**src/rtl/decode_stage.sv**
```systemverilog
// rtl/decode_stage.sv - registered, handshaked MIPS decode stage with load-use and mulu interlocks
module decode_stage #(
   parameter int MUL_LATENCY  = 4,
   parameter bit ILLEGAL_TRAP = 1'b1
) (
   input  logic        clk,
   input  logic        reset,
   input  logic        in_valid,
   output logic        in_ready,
   input  logic [31:0] instr,
   input  logic [31:0] pc,
   input  logic        flush,
   output logic        out_valid,
   input  logic        out_ready,
   output logic [31:0] out_pc,
   output logic [31:0] out_instr,
   output logic        memtoreg,
   output logic        memwrite,
   output logic        alusrcbimm,
   output logic        shift16left,
   output logic        regwrite,
   output logic        dojal,
   output logic        dojr,
   output logic        dojump,
   output logic [1:0]  brtype,
   output logic [4:0]  destreg,
   output logic [2:0]  alucontrol,
   output logic        illegal
);
   localparam logic [5:0] OP_RTYPE  = 6'h00;
   localparam logic [5:0] OP_REGIMM = 6'h01;
   localparam logic [5:0] OP_J      = 6'h02;
   localparam logic [5:0] OP_JAL    = 6'h03;
   localparam logic [5:0] OP_BEQ    = 6'h04;
   localparam logic [5:0] OP_ADDIU  = 6'h09;
   localparam logic [5:0] OP_ORI    = 6'h0D;
   localparam logic [5:0] OP_LUI    = 6'h0F;
   localparam logic [5:0] OP_LW     = 6'h23;
   localparam logic [5:0] OP_SW     = 6'h2B;

   localparam logic [5:0] FN_JR   = 6'h08;
   localparam logic [5:0] FN_MFHI = 6'h10;
   localparam logic [5:0] FN_MFLO = 6'h12;
   localparam logic [5:0] FN_MULU = 6'h19;
   localparam logic [5:0] FN_ADDU = 6'h21;
   localparam logic [5:0] FN_SUBU = 6'h23;
   localparam logic [5:0] FN_AND  = 6'h24;
   localparam logic [5:0] FN_OR   = 6'h25;
   localparam logic [5:0] FN_SLTU = 6'h2B;

   logic [5:0] op, fn;
   logic [4:0] rs, rt, rd;
   assign op = instr[31:26];
   assign rs = instr[25:21];
   assign rt = instr[20:16];
   assign rd = instr[15:11];
   assign fn = instr[5:0];

   logic       d_memtoreg, d_memwrite, d_alusrcbimm, d_shift16left;
   logic       d_regwrite, d_dojal, d_dojr, d_dojump, d_illegal;
   logic [1:0] d_brtype;
   logic [4:0] d_destreg;
   logic [2:0] d_alu;
   logic       rs_used, rt_used, d_mul_class, d_mulu;
   logic       r_write;
   logic [2:0] r_alu;

   always_comb begin
      d_memtoreg    = 1'b0;
      d_memwrite    = 1'b0;
      d_alusrcbimm  = 1'b0;
      d_shift16left = 1'b0;
      d_regwrite    = 1'b0;
      d_dojal       = 1'b0;
      d_dojr        = 1'b0;
      d_dojump      = 1'b0;
      d_illegal     = 1'b0;
      d_brtype      = 2'b00;
      d_destreg     = 5'd0;
      d_alu         = 3'b000;
      rs_used       = 1'b1;
      rt_used       = 1'b0;
      d_mul_class   = 1'b0;
      d_mulu        = 1'b0;
      r_write       = 1'b0;
      r_alu         = 3'b000;
      case (op)
         OP_RTYPE: begin
            rt_used = 1'b1;
            case (fn)
               FN_ADDU: begin r_write = 1'b1; r_alu = 3'b010; end
               FN_SUBU: begin r_write = 1'b1; r_alu = 3'b110; end
               FN_AND:  begin r_write = 1'b1; r_alu = 3'b000; end
               FN_OR:   begin r_write = 1'b1; r_alu = 3'b001; end
               FN_SLTU: begin r_write = 1'b1; r_alu = 3'b111; end
               FN_MFHI: begin r_write = 1'b1; r_alu = 3'b100; d_mul_class = 1'b1; end
               FN_MFLO: begin r_write = 1'b1; r_alu = 3'b101; d_mul_class = 1'b1; end
               FN_MULU: begin r_write = 1'b1; r_alu = 3'b011; d_mul_class = 1'b1; d_mulu = 1'b1; end
               FN_JR:   d_dojr = 1'b1;
               default: d_illegal = ILLEGAL_TRAP;
            endcase
            if (r_write) begin
               d_regwrite = 1'b1;
               d_destreg  = rd;
               d_alu      = r_alu;
            end
         end
         // Only rt == 0 (bltz) is implemented in the REGIMM group.
         OP_REGIMM: begin
            if (rt == 5'd0) begin
               d_alu    = 3'b111;
               d_brtype = 2'b10;
            end else begin
               d_illegal = ILLEGAL_TRAP;
            end
         end
         OP_J: begin
            d_dojump = 1'b1;
            rs_used  = 1'b0;
         end
         OP_JAL: begin
            d_dojump   = 1'b1;
            d_dojal    = 1'b1;
            d_regwrite = 1'b1;
            d_destreg  = 5'd31;
            rs_used    = 1'b0;
         end
         OP_BEQ: begin
            d_alu    = 3'b110;
            d_brtype = 2'b01;
            rt_used  = 1'b1;
         end
         OP_ADDIU, OP_ORI: begin
            d_alu        = (op == OP_ORI) ? 3'b001 : 3'b010;
            d_alusrcbimm = 1'b1;
            d_regwrite   = 1'b1;
            d_destreg    = rt;
         end
         OP_LUI: begin
            d_shift16left = 1'b1;
            d_alu         = 3'b010;
            d_alusrcbimm  = 1'b1;
            d_regwrite    = 1'b1;
            d_destreg     = rt;
            rs_used       = 1'b0;
         end
         OP_LW: begin
            d_alu        = 3'b010;
            d_alusrcbimm = 1'b1;
            d_regwrite   = 1'b1;
            d_memtoreg   = 1'b1;
            d_destreg    = rt;
         end
         OP_SW: begin
            d_alu        = 3'b010;
            d_alusrcbimm = 1'b1;
            d_memwrite   = 1'b1;
            rt_used      = 1'b1;
         end
         default: d_illegal = ILLEGAL_TRAP;
      endcase
   end

   logic [3:0] mul_cnt;
   logic       lu_haz, mul_haz, xfer;

   // memtoreg is only ever set by lw, so it marks a load in the output register.
   assign lu_haz  = out_valid && memtoreg && (destreg != 5'd0) &&
                    ((rs_used && (rs == destreg)) || (rt_used && (rt == destreg)));
   assign mul_haz = (mul_cnt != 4'd0) && d_mul_class;
   assign in_ready = !reset && (!out_valid || out_ready) && !lu_haz && !mul_haz && !flush;
   assign xfer     = in_valid && in_ready;

   always_ff @(posedge clk) begin
      if (reset) begin
         out_valid   <= 1'b0;
         out_pc      <= 32'd0;
         out_instr   <= 32'd0;
         memtoreg    <= 1'b0;
         memwrite    <= 1'b0;
         alusrcbimm  <= 1'b0;
         shift16left <= 1'b0;
         regwrite    <= 1'b0;
         dojal       <= 1'b0;
         dojr        <= 1'b0;
         dojump      <= 1'b0;
         brtype      <= 2'b00;
         destreg     <= 5'd0;
         alucontrol  <= 3'b000;
         illegal     <= 1'b0;
         mul_cnt     <= 4'd0;
      end else begin
         if (flush) begin
            out_valid <= 1'b0;
         end else if (xfer) begin
            out_valid   <= 1'b1;
            out_pc      <= pc;
            out_instr   <= instr;
            memtoreg    <= d_memtoreg;
            memwrite    <= d_memwrite;
            alusrcbimm  <= d_alusrcbimm;
            shift16left <= d_shift16left;
            regwrite    <= d_regwrite;
            dojal       <= d_dojal;
            dojr        <= d_dojr;
            dojump      <= d_dojump;
            brtype      <= d_brtype;
            destreg     <= d_destreg;
            alucontrol  <= d_alu;
            illegal     <= d_illegal;
         end else if (out_ready) begin
            out_valid <= 1'b0;
         end
         if (xfer && d_mulu) begin
            mul_cnt <= 4'(MUL_LATENCY);
         end else if (mul_cnt != 4'd0) begin
            mul_cnt <= mul_cnt - 4'd1;
         end
      end
   end
endmodule

```
**config.mk**
```make
export PLATFORM = sky130hd
export DESIGN_NAME = decode_stage
export DESIGN_NICKNAME = d
export VERILOG_FILES = /design/src/rtl/decode_stage.sv
export SDC_FILE = /design/constraint.sdc
export NUM_CORES = 1
export LEC_CHECK = 0
export BUFFER_PORTS_ARGS = -buffer_cell sky130_fd_sc_hd__buf_2
export CORE_ASPECT_RATIO = 0.7
export CORE_UTILIZATION = 40
export DETAILED_ROUTE_END_ITERATION = 16
export PLACE_DENSITY_LB_ADDON = 0.1
export SLEW_MARGIN = 0
export SYNTH_ARGS = -nofsm -noshare
export SYNTH_HDL_FRONTEND = slang
export SYNTH_SLANG_ARGS = --single-unit
```
**constraint.sdc**
```tcl
create_clock -name clk -period 3.06 [get_ports clk]
set_clock_uncertainty 0.2 [all_clocks]
set_input_delay 0.153 -clock clk [delete_from_list [all_inputs] [get_ports clk]]
set_output_delay 0.153 -clock clk [all_outputs]
set_load 0.01 [all_outputs]
```
==> results of run 1 <==
[kinds of logic after synthesis]
| logic type | Yosys count |
|---|---|
| xor+xnor | 11 |
| simple gates | 159 |
| mux | 71 |
| flops | 88 |
| buf+inv | 29 |
| fa+ha+maj | 1 |
| compound gates | 39 |
[routing by layer]
| layer | vias to the layer above | wire length (um) | GRT usage [%] | share of wire [%] |
|---|---|---|---|---|
| li1 | 1824 | - | - | - |
| met1 | 1688 | 4840 | 27.8 | 46 |
| met2 | 105 | 5000 | 35.9 | 47 |
| met3 | 12 | 620 | 5.87 | 5.8 |
| met4 | 0 | 140 | 8.17 | 1.3 |
| met5 | - | 0 | 0 | 0 |
[synth_stat cells, types with 6 or more instances]
cell	n	area, um^2
nand2_1	7	26.3
nand3_1	6	30.0
a21oi_1	10	50.1
mux2i_1	70	701
clkbuf_1	15	56.3
dfxtp_1	88	1760
nand2b_1	8	50.1
nor2_1	92	345
xnor2_1	11	96.3
nor3_1	11	55.1
buf_2	8	40.0
a211oi_2	9	113
[worst paths after layout]
path / from / end / cells past startpoint
setup reg to reg: destreg[2]$_SDFFE_PP0P_ / destreg[3]$_SDFFE_PP0P_ / 9
hold reg to reg: memwrite$_SDFFE_PP0P_ / memwrite$_SDFFE_PP0P_ / 2
setup / recovery: instr[31] / destreg[3]$_SDFFE_PP0P_ / 9
hold / removal: instr[4] / out_instr[4]$_SDFFE_PP0P_ / 3
[critical path: cells and delay by family]
family	cells	cell delay, ns
buffers and inverters	4	1.16
and+or+nand+nor	4	1.55
AOI/OAI and AO/OA	1	0.18
[stage by stage]
| stage | power (mW) | instances | TNS (ns) | area (um^2) | hold WS (ns) |
|---|---|---|---|---|---|
| floorplan | 1.51 | 398 | 0 | 3820 | 0.0298 |
| global placement | 1.69 | 671 | 0 | 4850 | 0.136 |
| detailed placement | 1.70 | 671 | -1.68 | 4850 | 0.138 |
| CTS | 2.90 | 749 | 0 | 5780 | 0.000815 |
| global route | 3.02 | 748 | 0 | 5780 | 0.0255 |
| finish | 2.88 | 748 | 0 | 5780 | 0.00604 |
[cell type report]
cell class,count,area (um^2)
well taps,124,155
clock buffers,11,233
flip-flops and latches,88,1760
clock inverters,4,70.1
repair buffers,237,1610
fillers,822,3400
multi-input cells,281,1940
inverters,3,11.3
[what timing repair did]
| action | 4_1_cts | 5_1_grt |
|---|---|---|
| resized for setup | 0 | 2 |
| setup endpoints to repair | 80 | 52 |
| hold buffers | 61 | 0 |
| pin swaps | 1 | 0 |
| setup buffers | 2 | 0 |
| hold endpoints to repair | 60 | 0 |
[flip-flops by register name, indices dropped and copies added, names as in the netlist, 2 cells and up]
signal	cells
alucontrol	3
brtype	2
destreg	5
mul_cnt	4
out_instr	32
out_pc	32
[power by group through the flow]
stage	clock [mW]	sequential (mW)	combinational [mW]
2_1_floorplan	0	1.28	0.238
3_3_place_gp	0	1.26	0.435
3_5_place_dp	0	1.26	0.446
4_1_cts	1.16	1.23	0.508
5_1_grt	1.22	1.24	0.561
6_report	1.13	1.23	0.507
==> metrics.md, run 1 <==
| Metric | Value |
|---|---|
| Status | complete, no violations |
| Final slew viol count | 0 |
| Worst-path clk slew | 0.06 ns |
| Clock share of power | 39.4% |
| Clk Tree Root Cell | clkbuf_16 |
| Initial Util | 41.6% |
| Post-Synth Adder-Cell Area | 0.327% |
| PwrDens | 497 nW/um^2 |
| Slew HR | 37.4% |
| Buffers added on ports | 153 |
| Max clock buf depth | 2 |
| # DRC | 0 |
| Commonest non-fill, non-tap cell in the layout | buf_2 |
| Worst setup SP type | input pin |
| Final clock period utilization by the worst path | 97.7% |
| Share of flip-flops with an asynchronous set or reset | 0% |
| Average size of a mapped cell | 9.60 um^2 |
| Reg2reg setup slack | 0.31 ns |
| Worst min-delay path class | in2reg |
| Logic pwr share | 17.6% |
| Global route overflow | 0 |
| Crit-path max FO | 24 |
| Pin count of the biggest net entering global routing | 87 |
| RSZ-0062 raised after global routing | false |
| Routability cong. | 0.772 |
| Switching share of power | 24.1% |
| Mapped cell area | 3820 um^2 |
| Largest family of logic cells by synthesized area | simple AND/OR/NAND/NOR gates |
| Final WL | 10.6 mm |
| Worst-margin pin slew | 0.939 ns |
| Drt first-iter violations | 120 |
| Die span in y | 83.8 um |
| Setup WS pre-CTS | -0.0961 ns |
| Req. time, crit path | 3.11 ns |
| Peak supply drop | 0.000338 V |
| Smallest setup slack after layout | 0.0715 ns |
| Vias in the first global route | 3535 |
| Skew-Pair Late Insertion Delay | 0.34 ns |
| Final Hold Vio Count | 0 |
| Cells after synthesis | 398 |
| Top FF cell, synth | dfxtp_1 |
| Total number of H-tree levels | 3 |
| Synth Area in Simple Gates | 20.5% |
| Fin nets | 690 |
| I/O Pins | 154 |
| Fmax | 335 MHz |
| Share of cells above drive strength 1 | 33.5% |
| Flop pwr share | 42.9% |
| Initial antenna violation count | 0 |
| Worst path max stage delay | 0.65 ns |
| Vias/cell | 4.85 |
| XOR/XNOR Fraction of Synth Area | 2.52% |
| Cell variety after synth | 46 |
| Routed Antenna Nets | 0 |
| Post-synth EDFFs | 0 |
| Post-synthesis compound-gate area fraction | 8.32% |
| Leakage | 2.53 nW |
| First-pass DRT Iterations | 4 |
| Hpwl dp | 7.11 mm |
| Setup violators final | 0 |
| Wirelength per Cell | 14.2 um |
| Row cnt | 29 |
| ANT cells | 0 |
| CP cell instances | dlygate4sd3_1 -> or4_4 -> or3_4 -> or4_4 -> nor4bb_4 -> buf_4 -> buf_12 -> buf_4 -> a211oi_2 |
| Seq/Total Area, Yosys | 46.1% |
| Commonest cells after routing, fill and taps aside | buf_2 (151), nor2_1 (92), dfxtp_1 (88) |
| Die width | 119 um |
| GRT Util Overall | 22.0% |
| CTS buffer count | 9 |
| Synthesized net count | 468 |
| Core Util, Final | 63.0% |
| Final min period | 2.99 ns |
| Critical path type | in2reg |
| Synth Warn # | 0 |
| Max Cap Viol | 0 |
| CP arrival | 3.04 ns |
| Core ar. | 9180 um^2 |
| DIE AREA | 9950 um^2 |
| Yosys reg bits | 88 |
| Critical path capture point type | flop |
| Post-synthesis mux area share | 18.6% |
| CTS tree | yes |
| Area delta synth->final | 51.2% |
| Detailed-route via count | 3629 |
| Slowest CP cell | dlygate4sd3_1 |
| CTS Sinks | 88 |
| Net Switching | 692 uW |
| Internal power | 2.18 mW |
| First-pass GRT wire length | 17.2 mm |
Power figures use the tool's default switching activity.
==> inputs of run 2 (changes only) <==
- PLACE_DENSITY: not set -> 0.7
- PLACE_DENSITY_LB_ADDON: 0.1 -> not set
==> metrics.md, run 2 (synthesis gave the netlist of run 1 again) <==
| Metric | Value |
|---|---|
| Leakage | 2.46 nW |
| Detailed-route via count | 3665 |
| Initial antenna violation count | 0 |
| Worst min-delay path class | in2reg |
| PwrDens | 479 nW/um^2 |
| Area delta synth->final | 48.5% |
| FF-to-FF path depth | 10 |
| Die width | 119 um |
| DIE AREA | 9950 um^2 |
| First-pass DRT Iterations | 4 |
| Commonest non-fill, non-tap cell in the layout | buf_2 |
| CTS buffer count | 9 |
| ANT cells | 0 |
| Die span in y | 83.8 um |
| Critical path type | reg2reg |
| Worst-path clk slew | 0.06 ns |
| Critical path capture point type | flop |
| Commonest cells after routing, fill and taps aside | buf_2 (152), nor2_1 (92), dfxtp_1 (88) |
| Global route overflow | 0 |
| Hold depth | 4 |
| I/O Pins | 154 |
| Area after DPL | 4740 um^2 |
| Row cnt | 29 |
| Peak supply drop | 0.000379 V |
| Wirelength per Cell | 14.9 um |
| Reg2reg setup slack | 0.16 ns |
| Setup violators final | 0 |
| Cell area after layout | 5670 um^2 |
| Hold EP | out_instr[28]$_SDFFE_PP0P_ |
| Initial Util | 41.6% |
| Slew HR | 37.4% |
| Final min period | 2.90 ns |
| Core ar. | 9180 um^2 |
| Routability cong. | 0.802 |
| Worst setup SP type | flop |
| Clk Tree Root Cell | clkbuf_16 |
| Skew-Pair Late Insertion Delay | 0.34 ns |
| CTS tree | yes |
| Fmax | 345 MHz |
| Pin count of the biggest net entering global routing | 87 |
| Hold Worst Slack | 0.0199 ns |
| Reg-to-reg critical path endpoint | out_pc[7]$_SDFFE_PP0P_ |
| Final WL | 11.0 mm |
| Final slew viol count | 0 |
| CTS Sinks | 88 |
| Worst-margin pin slew | 0.939 ns |
| Vias in the first global route | 3652 |
| GRT Util Overall | 22.7% |
| Final Hold Vio Count | 0 |
| Fin nets | 679 |
| Max clock buf depth | 2 |
| Largest regs | out_instr (32), out_pc (32), destreg (5) |
| Routed Antenna Nets | 0 |
| # DRC | 0 |
| Max Cap Viol | 0 |
| Status | complete, no violations |
| Share of cells above drive strength 1 | 32.5% |
| First-pass GRT wire length | 17.9 mm |
| R2R Path Start | mul_cnt[0]$_SDFFE_PP0P_ |
| Buffers added on ports | 153 |
| Drt first-iter violations | 145 |
| Crit-path max FO | 22 |
| Vias/cell | 4.97 |
| CP arrival | 2.89 ns |
| Total number of H-tree levels | 3 |
| Req. time, crit path | 3.04 ns |
| Final clock period utilization by the worst path | 94.8% |
| Hpwl dp | 7.10 mm |
| Hold wc startpoint | instr[28] |
==> run 2: where the power goes <==
group,switching (mW),total [mW],internal (mW)
combinational,0.225,0.466,0.241
sequential,0.0380,1.24,1.20
clock,0.423,1.01,0.587
total,0.686,2.72,2.03
==> run 2: how the worst max path moves through the flow <==
stage / slack [ns] / start / to
after floorplan: 0.30 / instr[29] / out_instr[31]$_SDFFE_PP0P_
after global placement: 0.20 / destreg[1]$_SDFFE_PP0P_ / out_instr[28]$_SDFFE_PP0P_
after detailed placement: 0.08 / destreg[1]$_SDFFE_PP0P_ / out_pc[0]$_SDFFE_PP0P_
after CTS: 0.02 / instr[31] / out_pc[0]$_SDFFE_PP0P_
after global routing: -0.003 / mul_cnt[0]$_SDFFE_PP0P_ / out_pc[7]$_SDFFE_PP0P_
final: 0.16 / mul_cnt[0]$_SDFFE_PP0P_ / out_pc[7]$_SDFFE_PP0P_
==> run 2: worst max-delay path, stage by stage (launching register included) <==
cell	delay, ns
dfxtp_1	0.33
inv_1	0.06
ha_1	0.18
or3b_2	0.52
o21ai_0	0.10
or4_4	0.14
nor4bb_4	0.49
buf_4	0.21
buf_12	0.19
mux2i_2	0.24
nor2_1	0.06
==> run 2: repair_timing <==
action / in CTS / in global routing
resized for setup: 0 / 5
setup buffers: 0 / 2
setup endpoints to repair: 0 / 26
hold buffers: 63 / 0
endpoints found under the hold margin: 62 / 0
==> run 2: area by class of cell <==
type	instances	area, um^2
Clock buffer	12	256
Clock inverter	3	17.5
Fill cell	784	3510
Inverter	3	11.3
Multi-Input combinational cell	281	1960
Sequential cell	88	1760
Tap cell	124	155
Timing Repair Buffer	226	1510
==> run 2: through the flow <==
stage / utilization [%] / power [mW] / worst slack [ns] / cells / setup TNS, ns
after CTS: 61.4 / 2.74 / 0.0184 / 736 / 0
after floorplan: - / 1.51 / 0.304 / 398 / 0
after global placement: 51.6 / 1.64 / 0.198 / 658 / 0
after global routing: 61.8 / 2.85 / -0.00311 / 737 / -0.00830
final: 61.8 / 2.72 / 0.160 / 737 / 0
after detailed placement: 51.6 / 1.66 / 0.0824 / 658 / 0
==> run 2: routing by layer <==
layer,part of all wire (%),global-route usage [%],up-vias
li1,-,-,1810
met2,48,37.8,100
met3,5.8,7.17,18
met1,44,27.2,1737
met5,0,0,-
met4,2.0,8.86,0
==> inputs of run 3 (changes only) <==
- BUFFER_PORTS_ARGS: -buffer_cell sky130_fd_sc_hd__buf_2 -> not set
- CORE_UTILIZATION: 40 -> 50
- DONT_BUFFER_PORTS: not set -> 1
- PLACE_DENSITY: 0.7 -> 0.67
==> metrics.md, run 3 (synthesis gave the netlist of run 1 again) <==
| Metric | Value |
|---|---|
| Status | complete, no violations |
| Final WL | 10.2 mm |
| Leakage | 1.75 nW |
| GRT Util Overall | 25.3% |
| Global route overflow | 0 |
| Worst min-delay path class | in2reg |
| Vias in the first global route | 3089 |
| Critical path capture point type | flop |
| Fmax | 345 MHz |
| Peak supply drop | 0.000292 V |
| Total number of H-tree levels | 3 |
| Largest regs | out_instr (32), out_pc (32), destreg (5) |
| DIE AREA | 8000 um^2 |
| Worst-path clk slew | 0.09 ns |
| Critical path type | in2reg |
| Fillers | 603 |
| ANT cells | 0 |
| Skew-Pair Late Insertion Delay | 0.36 ns |
| Routability cong. | 0.779 |
| Drt first-iter violations | 212 |
| Detailed-route via count | 3218 |
| First-pass DRT Iterations | 4 |
| Die width | 106 um |
| Sum of negative setup slack | 0 ns |
| Fin nets | 540 |
| Worst-margin pin slew | 0.682 ns |
| Switching share of power | 25.4% |
| RSZ-0062 raised after global routing | false |
| Final min period | 2.89 ns |
| First-pass GRT wire length | 15.4 mm |
| PwrDens | 504 nW/um^2 |
| Share of cells above drive strength 1 | 9.70% |
| Hpwl dp | 6.10 mm |
| Buffers added on ports | 0 |
| Req. time, crit path | 3.10 ns |
| Final clock period utilization by the worst path | 94.6% |
| Placed Cells incl. Taps | 480 |
| CTS tree | yes |
| Max clock buf depth | 2 |
| Die span in y | 75.1 um |
| Core ar. | 7350 um^2 |
| CTS Sinks | 88 |
| Logic pwr share | 14.9% |
| Internal power | 1.86 mW |
| Initial antenna violation count | 0 |
| Final slew viol count | 0 |
| Clk Tree Root Cell | clkbuf_8 |
| Crit-path max FO | 7 |
| Clock share of power | 34.5% |
| Slew HR | 53.9% |
| Commonest cells after routing, fill and taps aside | nor2_1 (92), dfxtp_1 (88), dlygate4sd3_1 (75) |
| Vias/cell | 5.63 |
| Setup violators final | 0 |
| Wirelength per Cell | 17.7 um |
| # DRC | 0 |
| Row cnt | 26 |
| Initial Util | 52.0% |
| Flop pwr share | 50.6% |
| Pin count of the biggest net entering global routing | 87 |
| Net Switching | 632 uW |
| Routed Antenna Nets | 0 |
| Commonest non-fill, non-tap cell in the layout | nor2_1 |
| Final Hold Vio Count | 0 |
| Final cell count without fillers | 572 |
| I/O Pins | 154 |
| Area delta synth->final | 29.1% |
| CP arrival | 2.94 ns |
| Max Cap Viol | 0 |
| Worst setup SP type | input pin |
| CTS buffer count | 9 |
run 3: cell types whose count changed in the layout (fill, tap and decap cells not counted), moves of 2 or more:
cell	delta
buf_2	-152
bufinv_16	+2
clkbuf_16	-9
clkbuf_8	+7
clkinv_4	+2
dlygate4sd3_1	+13
mux2i_1	+2
run 3: worst paths after layout:
check                               start                      end  slack [ns]  depth (start not counted)
setup / recovery                instr[28]  mul_cnt[2]$_SDFFE_PP0P_        0.17                          8
hold / removal                  instr[30]   brtype[0]$_SDFFE_PP0P_        0.04                          4
setup reg to reg  destreg[2]$_SDFFE_PP0P_  mul_cnt[2]$_SDFFE_PP0P_        0.17                          8
hold reg to reg   mul_cnt[1]$_SDFFE_PP0P_  mul_cnt[1]$_SDFFE_PP0P_        0.32                          2
run 3: stage by stage:
step                      hold slack [ns]  instance area, um^2  util, %  setup WS (ns)  total power [mW]
after floorplan                    0.0298                 3820        -          0.304              1.51
after global placement             0.0262                 3930     53.5          0.321              1.53
after detailed placement           0.0285                 3930     53.5          0.240              1.54
after CTS                          0.0176                 4920     66.9          0.127              2.50
after global routing               0.0650                 4930     67.1         0.0379              2.60
final                              0.0415                 4930     67.1          0.166              2.49
run 3: worst max-delay path, stage by stage:
cell and delay, ns:
dlygate4sd3_1 0.65, nand4b_1 0.27, o2bb2a_1 0.37, nor4_1 0.59, nor4bb_4 0.16, nand3_1 0.12
dlygate4sd3_1 0.56, a21oi_1 0.06
run 3: layout make-up:
class | instances | area (um^2) | area share (%)
repair buffers | 87 | 886 | 18.0
inverters | 3 | 11.3 | 0.228
multi-input cells | 281 | 1940 | 39.3
flip-flops and latches | 88 | 1760 | 35.7
clock inverters | 5 | 82.6 | 1.67
well taps | 98 | 123 | 2.49
clock buffers | 10 | 128 | 2.59
run 3: power by group through the flow:
stage          sequential [mW]  combinational, mW  clock [mW]
3_5_place_dp              1.28              0.261           0
4_1_cts                   1.26              0.367       0.879
6_report                  1.26              0.372       0.857
5_1_grt                   1.27              0.410       0.925
2_1_floorplan             1.28              0.238           0
3_3_place_gp              1.28              0.249           0
run 3: routing by layer:
layer | global-route usage (%) | share of wire, %
met5 | 0 | 0
met4 | 9.13 | 1.9
met3 | 9.44 | 8.2
met2 | 41.6 | 47
met1 | 31.0 | 42
run 3: what timing repair did:
item / CTS / global route
hold buffers: 76 / 0
endpoints found under the hold margin: 88 / 0
setup buffers: 0 / 1
setup endpoints to repair: 0 / 8
resized for setup: 0 / 1
